--- src/rtl/wb_stage_dual_pkg.sv ---
// Shared widths, write-enable encodings and the lane/pair field layout for the
// dual-lane writeback stage.
package wb_stage_dual_pkg;

   localparam int INST_ADDR_W = 32;
   localparam int REG_W       = 32;
   localparam int REG_ADDR_W  = 5;

   localparam logic WRITE_ENABLE  = 1'b1;
   localparam logic WRITE_DISABLE = 1'b0;

   typedef struct packed {
      logic                   v;
      logic [INST_ADDR_W-1:0] pc;
      logic                   we;
      logic [REG_ADDR_W-1:0]  wa;
      logic [REG_W-1:0]       wd;
   } wb_lane_t;

   typedef struct packed {
      wb_lane_t l2;
      wb_lane_t l1;
   } wb_pair_t;

   // Same-destination conflict: only the younger lane may write, lane 2 on a PC tie.
   function automatic logic [1:0] resolve_we(input logic q1,
                                             input logic q2,
                                             input logic same_wa,
                                             input logic lane1_younger);
      logic [1:0] r;
      r = {q2, q1};
      if (q1 && q2 && same_wa) begin
         r = lane1_younger ? 2'b01 : 2'b10;
      end
      return r;
   endfunction

endpackage

--- src/rtl/wb_pair_fifo.sv ---
// DEPTH-entry FIFO of packed instruction pairs with a registered not-full flag.
module wb_pair_fifo #(
   parameter int W     = 8,
   parameter int DEPTH = 2
) (
   input  logic         clk,
   input  logic         rst,
   input  logic         flush_i,
   input  logic         push_i,
   input  logic         pop_i,
   input  logic [W-1:0] wdata_i,
   output logic [W-1:0] rdata_o,
   output logic         empty_o,
   output logic         ready_o
);

   localparam int PTR_W = $clog2(DEPTH);
   localparam int CNT_W = PTR_W + 1;

   logic [W-1:0]     mem_q [DEPTH];
   logic [PTR_W-1:0] wr_ptr_q, wr_ptr_d;
   logic [PTR_W-1:0] rd_ptr_q, rd_ptr_d;
   logic [CNT_W-1:0] count_q, count_d;
   logic             ready_q, ready_d;
   logic             full;
   logic             do_push;
   logic             do_pop;

   assign full    = (count_q == CNT_W'(DEPTH));
   assign empty_o = (count_q == '0);
   assign do_push = push_i & ~full & ~flush_i;
   assign do_pop  = pop_i & ~empty_o & ~flush_i;
   assign rdata_o = mem_q[rd_ptr_q];
   assign ready_o = ready_q;

   always_comb begin
      wr_ptr_d = wr_ptr_q;
      rd_ptr_d = rd_ptr_q;
      count_d  = count_q;
      if (flush_i) begin
         wr_ptr_d = '0;
         rd_ptr_d = '0;
         count_d  = '0;
      end else begin
         if (do_push) wr_ptr_d = wr_ptr_q + PTR_W'(1);
         if (do_pop)  rd_ptr_d = rd_ptr_q + PTR_W'(1);
         case ({do_push, do_pop})
            2'b10:   count_d = count_q + CNT_W'(1);
            2'b01:   count_d = count_q - CNT_W'(1);
            default: count_d = count_q;
         endcase
      end
      // Readiness is registered so MEM sees a flag with no combinational path from pop.
      ready_d = (count_d != CNT_W'(DEPTH));
   end

   always_ff @(posedge clk or negedge rst) begin
      if (!rst) begin
         wr_ptr_q <= '0;
         rd_ptr_q <= '0;
         count_q  <= '0;
         ready_q  <= 1'b0;
      end else begin
         wr_ptr_q <= wr_ptr_d;
         rd_ptr_q <= rd_ptr_d;
         count_q  <= count_d;
         ready_q  <= ready_d;
      end
   end

   always_ff @(posedge clk) begin
      if (do_push) mem_q[wr_ptr_q] <= wdata_i;
   end

endmodule

--- src/rtl/wb_stage_dual.sv ---
// Dual-lane writeback stage: buffers MEM pairs, resolves same-destination
// conflicts, drops r0 writes and drives single-cycle regfile write strobes.
import wb_stage_dual_pkg::*;

module wb_stage_dual #(
   parameter int ADDR_W = INST_ADDR_W,
   parameter int DATA_W = REG_W,
   parameter int REG_AW = REG_ADDR_W,
   parameter int DEPTH  = 2
) (
   input  logic              clk,
   input  logic              rst,
   input  logic              flush_i,
   input  logic              stall_i,
   input  logic              mem_valid_i,
   output logic              wb_ready_o,
   input  logic              mem_v1_i,
   input  logic              mem_v2_i,
   input  logic [ADDR_W-1:0] mem_pc1_i,
   input  logic [ADDR_W-1:0] mem_pc2_i,
   input  logic              mem_we1_i,
   input  logic              mem_we2_i,
   input  logic [REG_AW-1:0] mem_wa1_i,
   input  logic [REG_AW-1:0] mem_wa2_i,
   input  logic [DATA_W-1:0] mem_wd1_i,
   input  logic [DATA_W-1:0] mem_wd2_i,
   output logic [ADDR_W-1:0] pc_o_1,
   output logic [ADDR_W-1:0] pc_o_2,
   output logic              we_o_1,
   output logic              we_o_2,
   output logic [REG_AW-1:0] waddr_o_1,
   output logic [REG_AW-1:0] waddr_o_2,
   output logic [DATA_W-1:0] wdata_o_1,
   output logic [DATA_W-1:0] wdata_o_2,
   output logic [31:0]       retire_cnt_o
);

   typedef struct packed {
      logic              v;
      logic [ADDR_W-1:0] pc;
      logic              we;
      logic [REG_AW-1:0] wa;
      logic [DATA_W-1:0] wd;
   } lane_t;

   localparam int PAIR_W = 2 * $bits(lane_t);

   lane_t             in1, in2, src1, src2;
   logic [PAIR_W-1:0] fifo_rd;
   logic              fifo_ready, fifo_empty;
   logic              push, pop, fifo_push, fifo_pop;
   logic              qual1, qual2;
   logic [1:0]        we_res;

   logic [ADDR_W-1:0] pc1_q, pc1_d, pc2_q, pc2_d;
   logic [REG_AW-1:0] wa1_q, wa1_d, wa2_q, wa2_d;
   logic [DATA_W-1:0] wd1_q, wd1_d, wd2_q, wd2_d;
   logic              we1_q, we1_d, we2_q, we2_d;
   logic [31:0]       retire_q, retire_d;

   assign in1 = {mem_v1_i, mem_pc1_i, mem_we1_i, mem_wa1_i, mem_wd1_i};
   assign in2 = {mem_v2_i, mem_pc2_i, mem_we2_i, mem_wa2_i, mem_wd2_i};

   assign wb_ready_o = fifo_ready & ~flush_i;
   assign push       = mem_valid_i & wb_ready_o;
   assign pop        = ~stall_i & ~flush_i & (~fifo_empty | push);
   // An empty FIFO with a pop in the same cycle forwards the incoming pair directly.
   assign fifo_pop   = pop & ~fifo_empty;
   assign fifo_push  = push & ~(fifo_empty & pop);

   wb_pair_fifo #(
      .W     (PAIR_W),
      .DEPTH (DEPTH)
   ) u_fifo (
      .clk     (clk),
      .rst     (rst),
      .flush_i (flush_i),
      .push_i  (fifo_push),
      .pop_i   (fifo_pop),
      .wdata_i ({in2, in1}),
      .rdata_o (fifo_rd),
      .empty_o (fifo_empty),
      .ready_o (fifo_ready)
   );

   assign {src2, src1} = fifo_empty ? {in2, in1} : fifo_rd;

   assign qual1  = (src1.we == WRITE_ENABLE) & src1.v & (src1.wa != '0);
   assign qual2  = (src2.we == WRITE_ENABLE) & src2.v & (src2.wa != '0);
   assign we_res = resolve_we(qual1, qual2, src1.wa == src2.wa, src1.pc > src2.pc);

   always_comb begin
      pc1_d    = pc1_q;
      pc2_d    = pc2_q;
      wa1_d    = wa1_q;
      wa2_d    = wa2_q;
      wd1_d    = wd1_q;
      wd2_d    = wd2_q;
      we1_d    = WRITE_DISABLE;
      we2_d    = WRITE_DISABLE;
      retire_d = retire_q;
      if (pop) begin
         pc1_d          = src1.pc;
         pc2_d          = src2.pc;
         wa1_d          = src1.wa;
         wa2_d          = src2.wa;
         wd1_d          = src1.wd;
         wd2_d          = src2.wd;
         {we2_d, we1_d} = we_res;
         retire_d       = retire_q + 32'(src1.v) + 32'(src2.v);
      end
   end

   always_ff @(posedge clk or negedge rst) begin
      if (!rst) begin
         pc1_q    <= '0;
         pc2_q    <= '0;
         wa1_q    <= '0;
         wa2_q    <= '0;
         wd1_q    <= '0;
         wd2_q    <= '0;
         we1_q    <= 1'b0;
         we2_q    <= 1'b0;
         retire_q <= '0;
      end else begin
         pc1_q    <= pc1_d;
         pc2_q    <= pc2_d;
         wa1_q    <= wa1_d;
         wa2_q    <= wa2_d;
         wd1_q    <= wd1_d;
         wd2_q    <= wd2_d;
         we1_q    <= we1_d;
         we2_q    <= we2_d;
         retire_q <= retire_d;
      end
   end

   assign pc_o_1       = pc1_q;
   assign pc_o_2       = pc2_q;
   assign we_o_1       = we1_q;
   assign we_o_2       = we2_q;
   assign waddr_o_1    = wa1_q;
   assign waddr_o_2    = wa2_q;
   assign wdata_o_1    = wd1_q;
   assign wdata_o_2    = wd2_q;
   assign retire_cnt_o = retire_q;

endmodule

--- config.mk ---
export PLATFORM = sky130hd
export DESIGN_NAME = wb_stage_dual
export DESIGN_NICKNAME = d
export VERILOG_FILES = /design/src/rtl/wb_stage_dual_pkg.sv /design/src/rtl/wb_pair_fifo.sv /design/src/rtl/wb_stage_dual.sv
export SDC_FILE = /design/constraint.sdc
export NUM_CORES = 1
export LEC_CHECK = 0
export ABC_AREA = 0
export CAP_MARGIN = 20
export CORE_ASPECT_RATIO = 1.1
export CORE_MARGIN = 2
export CORE_UTILIZATION = 56
export DETAILED_ROUTE_END_ITERATION = 12
export DONT_BUFFER_PORTS = 1
export HOLD_SLACK_MARGIN = 0.12
export PLACE_DENSITY_LB_ADDON = 0.2
export SLEW_MARGIN = 20
export SYNTH_ARGS = -nofsm -noshare
export SYNTH_HDL_FRONTEND = slang
export SYNTH_SLANG_ARGS = --single-unit
--- constraint.sdc ---
create_clock -name clk -period 9.1 [get_ports clk]
set_input_delay 0.91 -clock clk [delete_from_list [all_inputs] [get_ports clk]]
set_output_delay 0.91 -clock clk [all_outputs]
set_load 0.005 [all_outputs]
# Word-level counts from Yosys, hierarchy flattened
# Memory sizes are Yosys's and may differ from the RTL's.
# Cells that the tools add are included.
# word_totals
memories	1
reg_bits	177
out_inout_bits	173
ram_bits	284
inputBits	147
wordCells	67
# mem_list
name	depth	width	read_ports	rd_clocked_by_memory_dff	write_ports	line_no	rtl
u_fifo.mem_q	2	142	1	0	1	wb_pair_fifo.sv:20	logic [W-1:0] mem_q [DEPTH];
# op_classes
n_addsub	6
eq_ne	5
n_lt_le_gt_ge	1
n_reduce_logical	7
bitwise	21
muxes	13
# ops
operator	n
two-way mux 142 bit	1
adder 32 x 1 -> 32 bit	2
> comparator 32 bit	1
AND 1 bit	15
nonzero test 5 bit	2
two-way mux 1 bit	8
two-way mux 2 bit	3
== test 5 bit	1
inverter 1 bit	5
== test 2 bit, second input constant	2
case mux 2 bit (2 select lines)	1
nonzero test 2 bit	2
adder 1 bit, second input constant	2
adder 2 x 1 -> 2 bit, second input constant	1
== test 2 x 1 -> 1 bit, second input constant	1
logical AND 1 bit	2
zero test 2 bit	1
inequality test 2 bit, second input constant	1
subtractor 2 x 1 -> 2 bit, second input constant	1
OR 1 bit	1

# Longest topological paths before layout
# logic_depth
ltp_word	14
mapped_depth	15
depth_no_buf	11

# By module
# Synthesis repeated with hierarchy kept, for this count alone.
# hier_totals
hier_cells	1299
hier_area_um2	19372.3
# by_module_without_submodules
module	instances	cells_each	area_per_inst_um2	seq_area_each_um2
wb_pair_fifo	1	472	10496.3	8653.3
wb_stage_dual	1	827	8876.0	4304.1

# Least setup slack after synthesis
# Ideal clock, no wire load.
# synth_timing
path_type	in2reg
from	in flush_i
to	mem u_fifo.mem_q[0][0] (netlist name) (enable)
setup_ps	646
arrival_time_ps	7392
path_stages	4
t_required_ps	8454
path_slack_ps	1062
n_path_buf	1
path_cell_list	clkbuf_1 nor2b_1 o211ai_1 nor2_1
# synth_via
elab_chain_cells	12
elab_cells_between_ends	13
classes_between	2 x mux; 11 x bitwise
# synth_rtl
element	line_no	rtl
start: declaration	wb_stage_dual.sv:13	input logic flush_i,
inverter 1 bit *	wb_stage_dual.sv:64	assign wb_ready_o = fifo_ready & ~flush_i;
AND 1 bit *	wb_stage_dual.sv:64	
named net wb_ready_o	wb_stage_dual.sv:16	output logic wb_ready_o,
AND 1 bit *	wb_stage_dual.sv:65	assign push = mem_valid_i & wb_ready_o;
OR 1 bit	wb_stage_dual.sv:66	assign pop = ~stall_i & ~flush_i & (~fifo_empty | push);
AND 1 bit	wb_stage_dual.sv:66	
AND 1 bit	wb_stage_dual.sv:69	assign fifo_push = push & ~(fifo_empty & pop);
inverter 1 bit	wb_stage_dual.sv:69	
AND 1 bit *	wb_stage_dual.sv:69	
AND 1 bit * (2 in series)	wb_pair_fifo.sv:31	assign do_push = push_i & ~full & ~flush_i;
two-way mux 1 bit *	wb_pair_fifo.sv:72	if (do_push) mem_q[wr_ptr_q] <= wdata_i;
two-way mux 1 bit (implied by the code) *	wb_pair_fifo.sv:72	
end: declaration	wb_pair_fifo.sv:20	
# Mark *: on every way through the listed nets, which the timed path passes. The rest lies on a longest branch.

==> out/metrics.cfg <==
[die]
die_y_um = 196.5
die_w_um = 179.0
die_area_sq_um = 35160
initial_utilization_pct = 56.80
design.core.area_sq_um = 33190
io_pins = 320
rows = 70

[timing]
slew_viol_final = 0
hold_viol_final = 0
rsz0062_at_grt = false
finClkSkew_ns = 0.02000
setup_tns_ns = 0
setup-violations-final = 0
clock.fmax_mhz = 236.6
max_slew_margin_pct = 28.65
worstMarginPinSlew_ns = 1.070
period_needed_ns = 4.227
fin_ws_ns = 4.873
finalCritPeriodShare_pct = 46.45

[hold_path]
hp-class = primary input to flop

[setup_path]
critPathRequiredTime_ns = 9.50
crit_slowest_cell = dfrtp_4
path_cells = buf_4 > mux2i_1 > o21ai_0 > ha_1 > nand4_1 > nor4_1 > a22oi_1 > a31oi_1 > a311oi_1
critPathMaxFanout = 50
cp-start-kind = flop
path_delay_family = flip-flops
cp.arrival_ns = 4.63
end_kind = flop
cp_slowest_stage_delay_ns = 0.94
path_buf_inv = 1
path_class = flop to flop

[clocking]
cts.path.max_buffers = 3
ctsResizeCount = 0
numCtsBuffers = 45
worstSkewPairLatency_ns = 0.55
htreeDepth = 2
cts.clk_slew.worst_paths_ns = 0.06
post-cts-setup-buffer-count = 0
cts_sinks = 461
ctsHoldBuffers = 1
cts_tree = done
cts_root_buffer = clkbuf_16

[placement]
place_ws_ns = 4.728
gp_congestion = 0.8166
portBuffers = 0
hpwl_um = 25430

[routing]
viasPerCell = 5.706
via_count = 10640
ant_nets = 0
drc = 0
drt-total-wl_um = 40380
drtIter0Drc = 718
first_pass_iters = 4
post_drt_wl_per_cell_um = 21.65

[cells_and_area]
final_nets = 1579
drive_above_1_share_pct = 9.142
syn_to_final_growth_pct = 10.47
n_antenna_cell = 0

[synthesis]
postSynth.asyncResetShare_pct = 38.39
syn_inst = 1415
synth_top_cell_by_area = edfxtp_1
synth_area_per_cell_sq_um = 13.33
yosys-top-cells-count = edfxtp_1, dfrtp_1, nand2_1
yosysMostFrequentCell = edfxtp_1
synth_top_area_share_pct = 45.23
synthesis.nets = 1597
yosysUniqueCellTypes = 47
synth_edf_count = 284
syn-cell-area_sq_um = 18860
synthTopCellsByArea = edfxtp_1, dfrtp_1, mux2i_1
synth-seq-cells = 461
synthFlopType = edfxtp_1
yosys_warnings = 0
ys_seq_area_share_pct = 68.72

[pwr]
power_density_nw_per_um2 = 257.4
ir_drop_uv = 187.5
p_leak_nw = 7.743

[grt]
grt_usage_pct = 22.84
antenna_found_initial = 0
grt_overflow = 0
first_global_vias = 10580
grt_max_degree = 252
grt_pass1_wl_um = 61310

[job]
maxCapViolations = 0

[status]
status = finished clean

[state kept, by name, summed over array words and instances (netlist names)]
signal / flops
we_o_2: 1
u_fifo.count_q: 2
retire_cnt_o: 32
waddr_o_2: 5
u_fifo.wr_ptr_q: 1
u_fifo.rd_ptr_q: 1
pc_o_1: 32
we_o_1: 1
pc_o_2: 32
waddr_o_1: 5
wdata_o_2: 32
wdata_o_1: 32
u_fifo.mem_q: 284
u_fifo.ready_o: 1
[cell usage in the layout, fill, tap and decap left out, types with 4 or more instances in the layout]
cell	count
a21o_1	4
inv_1	7
and4_1	5
xor2_1	12
xnor2_1	26
bufinv_16	10
nand3_1	11
nor2_1	120
edfxtp_1	284
nand2_1	160
mux2i_1	142
nand4_1	13
clkbuf_1	9
clkinv_2	7
nor2b_1	4
o21ai_0	146
mux2_2	36
ha_1	34
clkbuf_16	46
a21oi_1	119
nor2_4	4
buf_4	9
and3_1	5
dfrtp_1	176
[per-layer routing]
layer | wire (um) | GRT usage [%]
met2 | 19350 | 36.64
met3 | 4229 | 9.279
met4 | 1099 | 7.076
met5 | 0 | 0
met1 | 15700 | 28.40
[logic make-up after synthesis]
family          share of synthesized area [%]
buf+inv                                 2.044
compound gates                          7.824
flops                                   68.72
fa+ha+maj                               2.362
xor+xnor                                1.765
mux                                     9.688
simple gates                            7.598
[final cells by class]
class	instances	area [sq um]
Clock buffer	57	1212
Tap cell	432	540.5
Multi-Input combinational cell	870	5544
Timing Repair Buffer	12	142.6
Inverter	7	26.28
Sequential cell	461	12960
Fill cell	2443	12360
Clock inverter	26	402.9
[worst register-to-register path: stages (launching register included)]
cell and delay (ns):
dfrtp_4 0.94, buf_4 0.83, mux2i_1 0.35, o21ai_0 0.19, ha_1 0.37, nand4_1 0.19, nor4_1 0.62, a22oi_1 0.16
a31oi_1 0.30, a311oi_1 0.14
[where the power goes]
group | total (mW) | switching, mW | leakage [nW] | internal [mW]
Clock | 2.02 | 0.785 | 0.782 | 1.23
Sequential | 2.70 | 0.221 | 4.81 | 2.48
Combinational | 0.641 | 0.383 | 2.15 | 0.258
[metrics by stage]
step	cell area [sq um]	hold slack (ns)	instances	total power, mW	util, %
after CTS	20800	0.3836	1864	5.403	62.67
after detailed placement	19160	0.4878	1780	3.372	57.72
final	20830	0.4150	1865	5.361	62.75
after global routing	20830	0.3905	1865	5.604	62.75
after global placement	19160	0.4890	1780	3.351	57.72
after floorplan	18860	0.4647	1415	3.167	-
[path summary, 6_finish.rpt]
path                                   from                to  slack (ns)  cells past startpoint
max                         u_fifo.rd_ptr_q            we_o_1        4.87                      9
min                                 flush_i   u_fifo.rd_ptr_q        0.41                      1
max reg2reg                 u_fifo.rd_ptr_q            we_o_1        4.87                      9
min reg2reg                retire_cnt_o[31]  retire_cnt_o[31]        0.50                      1
max in group asynchronous               rst   u_fifo.rd_ptr_q        7.94                      1
min in group asynchronous               rst     wdata_o_2[11]        0.45                      1
(Power assumes the default switching activity.)
